**config.mk**
```make
export PLATFORM = sky130hd
export DESIGN_NAME = regbus_mux
export DESIGN_NICKNAME = d
export VERILOG_FILES = /design/src/rtl/regbus_pkg.sv /design/src/rtl/regbus_file.sv /design/src/rtl/regbus_mux.sv
export SDC_FILE = /design/constraint.sdc
export NUM_CORES = 1
export LEC_CHECK = 0
export BUFFER_PORTS_ARGS = -buffer_cell sky130_fd_sc_hd__buf_2
export CORE_MARGIN = 2
export CORE_UTILIZATION = 45
export CTS_CLUSTER_SIZE = 28
export DETAILED_ROUTE_END_ITERATION = 10
export GPL_TIMING_DRIVEN = 0
export PLACE_DENSITY = 0.64
export SKIP_LAST_GASP = 1
export SYNTH_ARGS = -nofsm -noshare
export SYNTH_HDL_FRONTEND = slang
export SYNTH_HIERARCHICAL = 1
export SYNTH_SLANG_ARGS = --single-unit
```
**constraint.sdc**
```tcl
create_clock -name clk -period 2.9 [get_ports clk]
set_input_delay 0.87 -clock clk [delete_from_list [all_inputs] [get_ports clk]]
set_output_delay 0.87 -clock clk [all_outputs]
set_load 0.03 [all_outputs]
```
**src/rtl/regbus_pkg.sv**
```systemverilog
`default_nettype none
// +--------------------------------------------------------------------+
// | regbus_pkg : shared source-select encodings and address range check |
// | Rev 1.0                                                             |
// +--------------------------------------------------------------------+
package regbus_pkg;

  localparam logic [1:0] SRC_REG  = 2'b00;
  localparam logic [1:0] SRC_DIN  = 2'b01;
  localparam logic [1:0] SRC_FOUT = 2'b10;
  localparam logic [1:0] SRC_HOLD = 2'b11;

  function automatic logic addr_in_range(input int unsigned addr, input int unsigned nregs);
    return (addr < nregs);
  endfunction

endpackage
`default_nettype wire

```
**src/rtl/regbus_file.sv**
```systemverilog
`default_nettype none
// +--------------------------------------------------------------------+
// | regbus_file : NREGS x WIDTH storage, one sync write, one async read |
// | Rev 1.0                                                             |
// +--------------------------------------------------------------------+
module regbus_file
  import regbus_pkg::*;
#(
  parameter int WIDTH = 8,
  parameter int NREGS = 8,
  parameter int AW    = 3
) (
  input  logic             clk,
  input  logic             rst_n,
  input  logic             wr_en,
  input  logic [AW-1:0]    wr_addr,
  input  logic [WIDTH-1:0] wr_data,
  input  logic [AW-1:0]    rd_addr,
  output logic [WIDTH-1:0] rd_data,
  output logic             rd_oor,
  output logic             wr_oor
);

  logic [WIDTH-1:0] r_regs [NREGS];
  logic             w_wr_ok;
  logic             w_rd_ok;

  assign w_wr_ok = addr_in_range(32'(wr_addr), NREGS);
  assign w_rd_ok = addr_in_range(32'(rd_addr), NREGS);
  assign wr_oor  = ~w_wr_ok;
  assign rd_oor  = ~w_rd_ok;

  always_ff @(posedge clk) begin
    if (!rst_n) begin
      for (int i = 0; i < NREGS; i++) begin
        r_regs[i] <= '0;
      end
    end else if (wr_en && w_wr_ok) begin
      r_regs[wr_addr] <= wr_data;
    end
  end

  // Out-of-range reads return zero rather than an undefined entry.
  always_comb begin
    rd_data = '0;
    if (w_rd_ok) begin
      rd_data = r_regs[rd_addr];
    end
  end

endmodule
`default_nettype wire

```
**src/rtl/regbus_mux.sv**
```systemverilog
`default_nettype none
// +--------------------------------------------------------------------+
// | regbus_mux : registered bus source select over an internal regfile |
// | Rev 1.0                                                             |
// +--------------------------------------------------------------------+
module regbus_mux
  import regbus_pkg::*;
#(
  parameter int WIDTH = 8,
  parameter int NREGS = 8,
  parameter int AW    = 3
) (
  input  logic             clk,
  input  logic             rst_n,
  input  logic [1:0]       src_sel,
  input  logic [AW-1:0]    rd_addr,
  input  logic             rd_en,
  input  logic [WIDTH-1:0] din,
  input  logic [WIDTH-1:0] fout,
  input  logic             wr_en,
  input  logic [AW-1:0]    wr_addr,
  output logic [WIDTH-1:0] bus_q,
  output logic             bus_vld,
  output logic             addr_err
);

  logic [WIDTH-1:0] r_bus_q;
  logic             r_bus_vld;
  logic             r_addr_err;
  logic [WIDTH-1:0] w_rd_data;
  logic             w_rd_oor;
  logic             w_wr_oor;
  logic [WIDTH-1:0] w_src;
  logic             w_bypass;
  logic             w_err;

  regbus_file #(
    .WIDTH (WIDTH),
    .NREGS (NREGS),
    .AW    (AW)
  ) u_file (
    .clk     (clk),
    .rst_n   (rst_n),
    .wr_en   (wr_en),
    .wr_addr (wr_addr),
    .wr_data (r_bus_q),
    .rd_addr (rd_addr),
    .rd_data (w_rd_data),
    .rd_oor  (w_rd_oor),
    .wr_oor  (w_wr_oor)
  );

  // A same-address write this edge carries bus_q, so forward it instead of the stale entry.
  assign w_bypass = wr_en && (rd_addr == wr_addr) && !w_rd_oor;

  always_comb begin
    w_src = '0;
    case (src_sel)
      SRC_REG:  w_src = w_bypass ? r_bus_q : w_rd_data;
      SRC_DIN:  w_src = din;
      SRC_FOUT: w_src = fout;
      SRC_HOLD: w_src = r_bus_q;
      default:  w_src = '0;
    endcase
  end

  assign w_err = (rd_en && (src_sel == SRC_REG) && w_rd_oor) || (wr_en && w_wr_oor);

  always_ff @(posedge clk) begin
    if (!rst_n) begin
      r_bus_q    <= '0;
      r_bus_vld  <= 1'b0;
      r_addr_err <= 1'b0;
    end else begin
      r_bus_vld  <= rd_en;
      r_addr_err <= w_err;
      if (rd_en) begin
        r_bus_q <= w_src;
      end
    end
  end

  assign bus_q    = r_bus_q;
  assign bus_vld  = r_bus_vld;
  assign addr_err = r_addr_err;

endmodule
`default_nettype wire

```
==> qor.yml, run 1 <==
pwr:
  p_leak_nw: 1.564
  ir_drop_uv: 190.0
  finalPower_mw: 2.572
  power_density_nw_per_um2: 607.7
worst_setup_path:
  required_ns: 2.85
  worstSetupPathType: "in2reg"
  timing.rr.end: "bus_q[7]"
  crit_slowest_cell: "o21ai_0"
  r2r_cells: 5
  crit-reg2reg-launch: "u_file/r_regs[0][7]"
  crit_arrival_ns: 2.54
  worstPathCellList: "buf_2 > nand3b_1 > o21ai_0"
  crit_path_end_kind: "register"
  cp-start-kind: "input pin"
  worstPathMaxFanout: 10
  cp_top_family: "compound AO/OA/AOI/OAI gates"
  cp.buffers_inverters: 1
  rrSetupSlack_ns: 1.22
  critical-path-max-stage-delay_ns: 1.16
timing:
  setup_tns_ns: 0
  fmax_mhz: 385.8
  finalWorstPathRequiredPeriod_ns: 2.592
  setup-violations-final: 0
  fin_skew_ns: 0.01273
  worstMarginPinSlew_ns: 1.374
  min_period_over_period_pct: 89.38
  max-slew-margin-rel_pct: 7.426
  maxSlewViolCount: 0
  hold_viol_final: 0
  grt_setup_unrepaired: "no"
layout:
  fillers: 692
  final_net_count: 349
  final_common_cell: "edfxtp_1"
  most-common-layout-cells: "64 x edfxtp_1, 48 x nor3_1, 38 x buf_2"
  n_antenna_cell: 0
  drive_gt1_share_pct: 22.36
  postLayoutCellArea_um2: 4233
  final_core_util_pct: 54.49
  syn2layout_area_growth_pct: 16.25
clock_network:
  postCtsHoldBufs: 0
  clk_latency_ns: 0.35
  clock_sinks: 74
  numCtsBuffers: 9
  clk_path_buf_depth: 2
  htreeDepth: 3
  cts_root_buf: "clkbuf_8"
  path_clk_slew_ns: 0.08
  cts_tree: "yes"
  cts_setup_buffers: 0
place:
  dp_hpwl_um: 6004
  portBuffers: 36
  place_congestion: 0.8722
  place_area_um2: 3953
die:
  die_area_um2: 8827
  die_w_um: 93.95
  core.rowCount: 32
  fp.dieH_um: 93.95
  core_um2: 7767
  boundaryPins: 38
  initial_core_util_pct: 46.87
drt:
  routedWlPerCell_um: 21.07
  dr_total_vias: 2531
  drt_iter0_drc: 271
  post-route-drc-count: 0
  detail_route.vias_per_cell: 5.969
  first_pass_iters: 5
  totalWireLength_um: 8932
  ant_nets: 0
synth:
  async_flop_share_pct: 0
  synthCells: 268
  ys_ff_latch: 74
  synth-edff-count: 64
  ys_seq_area_share_pct: 58.28
  synth-warning-count: 6
  synth_top_area_share_pct: 52.78
  ys_types: 33
  post_synth.cell_area_avg_um2: 13.59
  synth_area_um2: 3641
  ys.flop_type: "edfxtp_1"
  synth.area.top_cells: "edfxtp_1 53%, mux4_1 11%, nor3_1 6.6%"
  synth_top_cell_by_area: "edfxtp_1"
grt:
  gr-total-overflow: 0
  grt_first_pass_wirelength_um: 13570
  first_global_vias: 2484
  antenna_found_initial: 0
  track_usage_pct: 21.48
  grt_max_degree: 14
run_status:
  status: "finished, final reports clean"
worst_hold_path:
  hp-class: "reg2reg"
  hold_start: "bus_q[4]"
  worst_hold_path.endpoint: "bus_q[4]"
  hold_path_depth: 2
job:
  drv_cap: 0
worst register-to-register path, delay by kind of cell, from the launching register on:
family / cells / cell delay, ns
simple gates: 1 / 0.10
mux: 3 / 0.92
flops: 1 / 0.40
compound gates: 1 / 0.12
registers in the layout (all words and copies together) (netlist names):
| name | cells |
|---|---|
| addr_err | 1 |
| bus_q | 8 |
| bus_vld | 1 |
| u_file/r_regs | 64 |
final cells by class:
cell class / count / area, um2 / share of cell area (%)
buffer: 28 / 138.9 / 3.281
clock buffer: 9 / 123.9 / 2.926
clock inverter: 7 / 141.4 / 3.340
inverter: 11 / 41.29 / 0.9755
multi-input combinational: 156 / 1353 / 31.95
sequential: 74 / 2122 / 50.13
tap: 102 / 127.6 / 3.015
timing repair buffer: 37 / 185.2 / 4.375
power by group:
group / leakage [nW] / switching (mW) / internal (mW)
sequential: 0.747 / 0.0168 / 1.20
combinational: 0.688 / 0.198 / 0.106
clock: 0.129 / 0.392 / 0.658
total: 1.56 / 0.607 / 1.97
cells in the mapped netlist (6+ instances only):
cell type  instances
nor2_1             9
a22oi_1            8
nor4_1            16
edfxtp_1          64
mux4_1            15
nor3_1            48
dfxtp_1           10
mux2_2             8
o21ai_0            6
clkbuf_1          18
inv_1             10
mux2i_1            8
nand2_1            9
a211o_1            8
worst max-delay path by stage:
stage                     cells after the start                  end  slack, ns  startpoint
final                                         3  u_file/r_regs[4][6]       0.31       rst_n
after global routing                          4  u_file/r_regs[6][7]       0.21  wr_addr[2]
after global placement                        4  u_file/r_regs[6][6]      -0.33  wr_addr[2]
after CTS                                     4  u_file/r_regs[6][3]      0.009  wr_addr[2]
after detailed placement                      4  u_file/r_regs[6][5]      -0.37  wr_addr[2]
after floorplan                               3  u_file/r_regs[0][0]       0.50  wr_addr[2]
through the flow:
step	std cells	hold slack (ns)	setup WS, ns
global route	424	0.5094	0.2070
finish	424	0.4888	0.3078
CTS	423	0.4876	0.009430
global placement	407	0.4636	-0.3295
detailed placement	407	0.4750	-0.3685
floorplan	269	0.5963	0.4979
timing repair:
action                                 in CTS  in global routing
setup endpoints to repair                   0                 16
resized for setup                           0                  2
endpoints found under the hold margin       0                  0
per-layer routing:
layer / global-route usage [%] / wire [um] / vias up
met2: 35.48 / 4310 / 116
li1: - / - / 1152
met4: 9.420 / 291 / 0
met5: 0 / 0 / -
met1: 26.89 / 3808 / 1241
met3: 5.217 / 523 / 22
cells by family (layout without fill, tap and decap cells):
group / Yosys count / in the layout / share of synthesized area [%]
adders and majority gates: 4 / 4 / 1.375
xor gates and xnor gates: 3 / 3 / 0.9280
buffers and inverters: 39 / 92 / 4.948
other: 1 / 2 / 0.1030
AOI/OAI and AO/OA: 26 / 26 / 5.808
DFF: 74 / 74 / 58.28
muxes: 32 / 32 / 16.12
and+or+nand+nor: 89 / 89 / 12.44
No activity file was read; power rests on OpenSTA's default activity.
==> inputs of run 2 (changes only) <==
--- a/config.mk
+++ b/config.mk
@@ -12,6 +12,7 @@
 export DETAILED_ROUTE_END_ITERATION = 10
 export GPL_TIMING_DRIVEN = 0
 export PLACE_DENSITY = 0.64
+export RECOVER_POWER = 25
 export SKIP_LAST_GASP = 1
 export SYNTH_ARGS = -nofsm -noshare
 export SYNTH_HDL_FRONTEND = slang
==> run 2 against run 1 <==
Effect of this change:
- first-iteration DRC count decreased by 13%
- sequential share of layout area increased by 0.16 points
- combinational power about the same
- sequential power about the same
- total power about the same
- final area decreased by 0.33%
- clock power about the same
- non-clock buffer count unchanged
- register-to-register slack about the same
- largest cell class unchanged
- highest routed layer unchanged
==> qor.yml, run 2 (synthesis results as in run 1) <==
timing:
  setup_tns_ns: 0
  min_period_over_period_pct: 92.38
  hold_viol_final: 0
  fmax_mhz: 373.3
  grt_setup_unrepaired: "no"
  setup-violations-final: 0
  worstMarginPinSlew_ns: 1.329
  max-slew-margin-rel_pct: 10.45
  maxSlewViolCount: 0
  fin_skew_ns: 0.01082
  finalWorstPathRequiredPeriod_ns: 2.679
worst_setup_path:
  cp.buffers_inverters: 2
  timing.rr.end: "bus_q[6]"
  cp-start-kind: "input pin"
  crit_slowest_cell: "o21ai_1"
  worstPathMaxFanout: 10
  rrSetupSlack_ns: 1.22
  worstPathCellList: "clkbuf_1 > clkbuf_1 > nand2_1 > o21ai_1"
  critical-path-max-stage-delay_ns: 0.75
  crit_arrival_ns: 2.65
  required_ns: 2.87
  crit_path_end_kind: "register"
  cp_top_family: "compound AO/OA/AOI/OAI gates"
  r2r_cells: 5
  crit_top_cell: "clkbuf_1"
  crit-reg2reg-launch: "u_file/r_regs[5][6]"
  worstSetupPathType: "in2reg"
layout:
  postLayoutCellArea_um2: 4219
  n_antenna_cell: 0
  final_common_cell: "edfxtp_1"
  largest_reg_flops: 64
  regMostFlops: "u_file/r_regs"
  final_net_count: 349
  most-common-layout-cells: "64 x edfxtp_1, 48 x nor3_1, 30 x clkbuf_1"
  drive_gt1_share_pct: 18.94
  syn2layout_area_growth_pct: 15.88
grt:
  grt_max_degree: 14
  antenna_found_initial: 0
  track_usage_pct: 21.48
  first_global_vias: 2484
  gr-total-overflow: 0
  grt_first_pass_wirelength_um: 13570
clock_network:
  path_clk_slew_ns: 0.08
  cts_tree: "yes"
  postCtsHoldBufs: 0
  clk_path_buf_depth: 2
  clock_sinks: 74
  numCtsBuffers: 9
  cts_root_buf: "clkbuf_8"
  htreeDepth: 3
  clk_latency_ns: 0.35
die:
  die_w_um: 93.95
  die_area_um2: 8827
  fp.dieH_um: 93.95
  boundaryPins: 38
  core_um2: 7767
  core.rowCount: 32
  initial_core_util_pct: 46.87
worst_hold_path:
  hold_start: "bus_q[6]"
  hp-class: "reg2reg"
  worst_hold_path.endpoint: "bus_q[6]"
  hold_path_depth: 2
drt:
  ant_nets: 0
  drt_iter0_drc: 235
  detail_route.vias_per_cell: 6.040
  totalWireLength_um: 8988
  dr_total_vias: 2561
  first_pass_iters: 5
  post-route-drc-count: 0
  routedWlPerCell_um: 21.20
place:
  place_area_um2: 3953
  dp_hpwl_um: 6004
  portBuffers: 36
  place_congestion: 0.8722
pwr:
  internal-power_mw: 1.962
  seqPwrFrac_pct: 47.3
  combPwrFrac_pct: 11.7
  pwr-share-clk_pct: 40.9
  finalPower_mw: 2.574
  power_density_nw_per_um2: 610.0
  p_sw_mw: 0.6112
  ir_drop_uv: 190.4
  switching_share_pct: 23.75
  p_leak_nw: 1.520
job:
  drv_cap: 0
run_status:
  status: "finished, final reports clean"
==> run 2: metal layers <==
metal	share of wire (%)	up-vias	track usage, %
li1	-	1150	-
met1	42	1264	26.89
met2	48	124	35.48
met3	6.9	23	5.217
met4	3.3	0	9.420
met5	0	-	0
==> run 2: worst max-delay path by stage <==
stage                          start                   to  slack (ns)  depth (start not counted)
after floorplan           wr_addr[2]  u_file/r_regs[0][0]        0.50                          3
after global placement    wr_addr[2]  u_file/r_regs[6][6]       -0.33                          4
after detailed placement  wr_addr[2]  u_file/r_regs[6][5]       -0.37                          4
after CTS                 wr_addr[2]  u_file/r_regs[6][3]       0.009                          4
after global routing      wr_addr[2]  u_file/r_regs[6][7]        0.10                          4
final                     wr_addr[2]  u_file/r_regs[7][7]        0.22                          4
==> run 2: area by class of cell <==
| type | instances | area [um2] |
|---|---|---|
| fill | 693 | 3548 |
| buffer | 28 | 138.9 |
| tap | 102 | 127.6 |
| multi-input combinational | 156 | 1353 |
| inverter | 11 | 41.29 |
| sequential | 74 | 2122 |
| timing repair buffer | 37 | 171.4 |
| clock inverter | 7 | 141.4 |
| clock buffer | 9 | 123.9 |
==> run 2: power groups by stage <==
| stage | registers [mW] | logic, mW | clock network, mW |
|---|---|---|---|
| floorplan | 1.26 | 0.177 | 0 |
| global placement | 1.24 | 0.295 | 0 |
| detailed placement | 1.24 | 0.298 | 0 |
| CTS | 1.22 | 0.300 | 1.07 |
| global route | 1.22 | 0.320 | 1.11 |
| finish | 1.22 | 0.302 | 1.05 |
==> run 2: metrics by stage <==
step,setup WS (ns),instances,hold slack (ns),util (%)
after floorplan,0.4979,269,0.5963,-
after global placement,-0.3295,407,0.4636,50.89
after detailed placement,-0.3685,407,0.4750,50.89
after CTS,0.009430,423,0.4876,54.30
after global routing,0.1043,424,0.5122,54.32
final,0.2210,424,0.4915,54.32
==> run 2: worst reg2reg max path: stages, from the launching register on <==
cell,delay (ns)
edfxtp_1,0.39
mux4_1,0.57
mux2_2,0.32
nor2_1,0.11
a211o_1,0.11
mux2i_1,0.06
==> run 2: what timing repair did <==
| item | CTS | global route |
|---|---|---|
| buffers inserted | 0 | 0 |
| endpoints found under the setup margin | 0 | 16 |
| gates resized for setup | 0 | 2 |
==> inputs of run 3 (changes only) <==
--- a/config.mk
+++ b/config.mk
@@ -6,12 +6,14 @@
 export NUM_CORES = 1
 export LEC_CHECK = 0
 export BUFFER_PORTS_ARGS = -buffer_cell sky130_fd_sc_hd__buf_2
+export CELL_PAD_IN_SITES_DETAIL_PLACEMENT = 1
+export CELL_PAD_IN_SITES_GLOBAL_PLACEMENT = 1
 export CORE_MARGIN = 2
 export CORE_UTILIZATION = 45
 export CTS_CLUSTER_SIZE = 28
 export DETAILED_ROUTE_END_ITERATION = 10
 export GPL_TIMING_DRIVEN = 0
-export PLACE_DENSITY = 0.64
+export PLACE_DENSITY = 0.75
 export RECOVER_POWER = 25
 export SKIP_LAST_GASP = 1
 export SYNTH_ARGS = -nofsm -noshare
==> run 3 against run 2 <==
Effect of this change:
- critical path depth did not move
- global-route usage rose by 3.0 points
- sequential share of layout area rose by 1.1 points
- utilization fell by 1.2 points
- final area fell by 2.2%
- register-to-register slack barely moved
- cell count did not move
- clock power fell by 28%
- clock skew fell by 0.0038 ns
- largest power group unchanged
- highest routed layer unchanged
==> qor.yml, run 3 (synthesis results as in run 1) <==
worst_setup_path:
  cp-start-kind: "input pin"
  crit-reg2reg-launch: "u_file/r_regs[0][2]"
  required_ns: 2.86
  crit_path_end_kind: "register"
  crit_start: "wr_addr[2]"
  timing.rr.end: "bus_q[2]"
  rrSetupSlack_ns: 1.23
  r2r_cells: 5
  worstPathMaxFanout: 10
  crit_arrival_ns: 2.60
  worstSetupPathType: "in2reg"
timing:
  fin_skew_ns: 0.007069
  max-slew-margin-rel_pct: 15.48
  worstMarginPinSlew_ns: 1.255
  min_period_over_period_pct: 90.96
  hold_viol_final: 0
  finalWorstPathRequiredPeriod_ns: 2.638
  setup-violations-final: 0
  maxSlewViolCount: 0
  grt_setup_unrepaired: "no"
  fmax_mhz: 379.1
layout:
  largest_reg_flops: 64
  syn2layout_area_growth_pct: 13.30
  final_common_cell: "edfxtp_1"
  final_core_util_pct: 53.11
  drive_gt1_share_pct: 17.08
  most-common-layout-cells: "64 x edfxtp_1, 48 x nor3_1, 32 x clkbuf_1"
  regMostFlops: "u_file/r_regs"
  final_net_count: 349
  n_antenna_cell: 0
place:
  dp_hpwl_um: 7118
  portBuffers: 36
  place_congestion: 0.7723
worst_hold_path:
  hp-class: "reg2reg"
  worst_hold_path.endpoint: "bus_q[0]"
  hold_start: "bus_q[0]"
  hold_path_depth: 2
drt:
  dr_total_vias: 2521
  first_pass_iters: 5
  routedWlPerCell_um: 23.39
  drt_iter0_drc: 203
  post-route-drc-count: 0
  ant_nets: 0
  detail_route.vias_per_cell: 5.946
  totalWireLength_um: 9918
pwr:
  ir_drop_uv: 217.6
  pwr-share-clk_pct: 33.3
  power_density_nw_per_um2: 553.6
  finalPower_mw: 2.284
  p_leak_nw: 1.482
  combPwrFrac_pct: 13.2
  p_sw_mw: 0.5866
  internal-power_mw: 1.697
  switching_share_pct: 25.69
  seqPwrFrac_pct: 53.5
die:
  core.rowCount: 32
  initial_core_util_pct: 46.87
  boundaryPins: 38
  core_um2: 7767
  die_w_um: 93.95
  fp.dieH_um: 93.95
  die_area_um2: 8827
grt:
  gr-total-overflow: 0
  grt_first_pass_wirelength_um: 15480
  antenna_found_initial: 0
  track_usage_pct: 24.51
  grt_max_degree: 12
  first_global_vias: 2666
clock_network:
  htreeDepth: 3
  cts_tree: "yes"
  clk_path_buf_depth: 2
  clock_sinks: 74
  clk_latency_ns: 0.35
  numCtsBuffers: 9
  cts_root_buf: "clkbuf_8"
  path_clk_slew_ns: 0.07
job:
  drv_cap: 0
run_status:
  status: "finished, final reports clean"
run 3: changes by cell type in the layout (fill, tap and decap cells not counted), sizes merged:
cell,delta
buf,+1
bufinv,-3
clkbuf,+2
clkinv,+1
clkinvlp,-1
run 3: critical path, cell delays in order:
cell and delay, ns:
buf_2 0.14, clkbuf_1 0.23, clkbuf_1 0.28, o31ai_1 1.07
run 3: how the worst max path moves through the flow:
| stage | cells after the start | slack (ns) | end |
|---|---|---|---|
| after floorplan | 3 | 0.50 | u_file/r_regs[0][0] |
| after global placement | 4 | -0.35 | u_file/r_regs[6][6] |
| after detailed placement | 4 | -0.42 | u_file/r_regs[7][4] |
| after CTS | 3 | 0.22 | u_file/r_regs[3][7] |
| after global routing | 4 | 0.10 | u_file/r_regs[1][2] |
| final | 4 | 0.26 | u_file/r_regs[1][2] |
run 3: layout make-up:
class                   instances  area (um2)
fillers                       810        3642
flip-flops and latches         74        2122
multi-input cells             156        1343
repair buffers                 37       175.2
plain buffers                  28       138.9
clock buffers                  12       135.1
well taps                     102       127.6
clock inverters                 4       42.54
inverters                      11       41.29
run 3: routing by layer:
layer  share of wire, %  GRT usage (%)  vias up  routed length (um)
li1                   -              -     1152                   -
met1                 43          34.03     1255                4249
met2                 49          39.70      104                4818
met3                7.3          4.013       10                 724
met4                1.3          7.729        0                 125
met5                  0              0        -                   0
run 3: through the flow:
stage	std cells	TNS [ns]	setup WS [ns]	area (um2)	hold WS [ns]
final	424	0	0.2621	4125	0.4846
after global routing	424	0	0.1044	4125	0.5099
after CTS	423	0	0.2172	4130	0.4853
after detailed placement	407	-9.415	-0.4186	3953	0.4741
after global placement	407	-5.827	-0.3486	3953	0.4639
after floorplan	269	0	0.4979	3645	0.5963
run 3: power by group through the flow:
stage               Combinational, mW  Sequential, mW  Clock [mW]
floorplan                       0.177            1.26           0
global placement                0.296            1.24           0
detailed placement              0.304            1.25           0
CTS                             0.306            1.22       0.768
global route                    0.327            1.23       0.816
finish                          0.302            1.22       0.760
run 3: repair_timing:
item / 4_1_cts / 5_1_grt
hold buffers: 0 / 0
endpoints found under the setup margin: 16 / 0
resized for setup: 2 / 0
buffers inserted: 0 / 0
hold endpoints to repair: 0 / 0
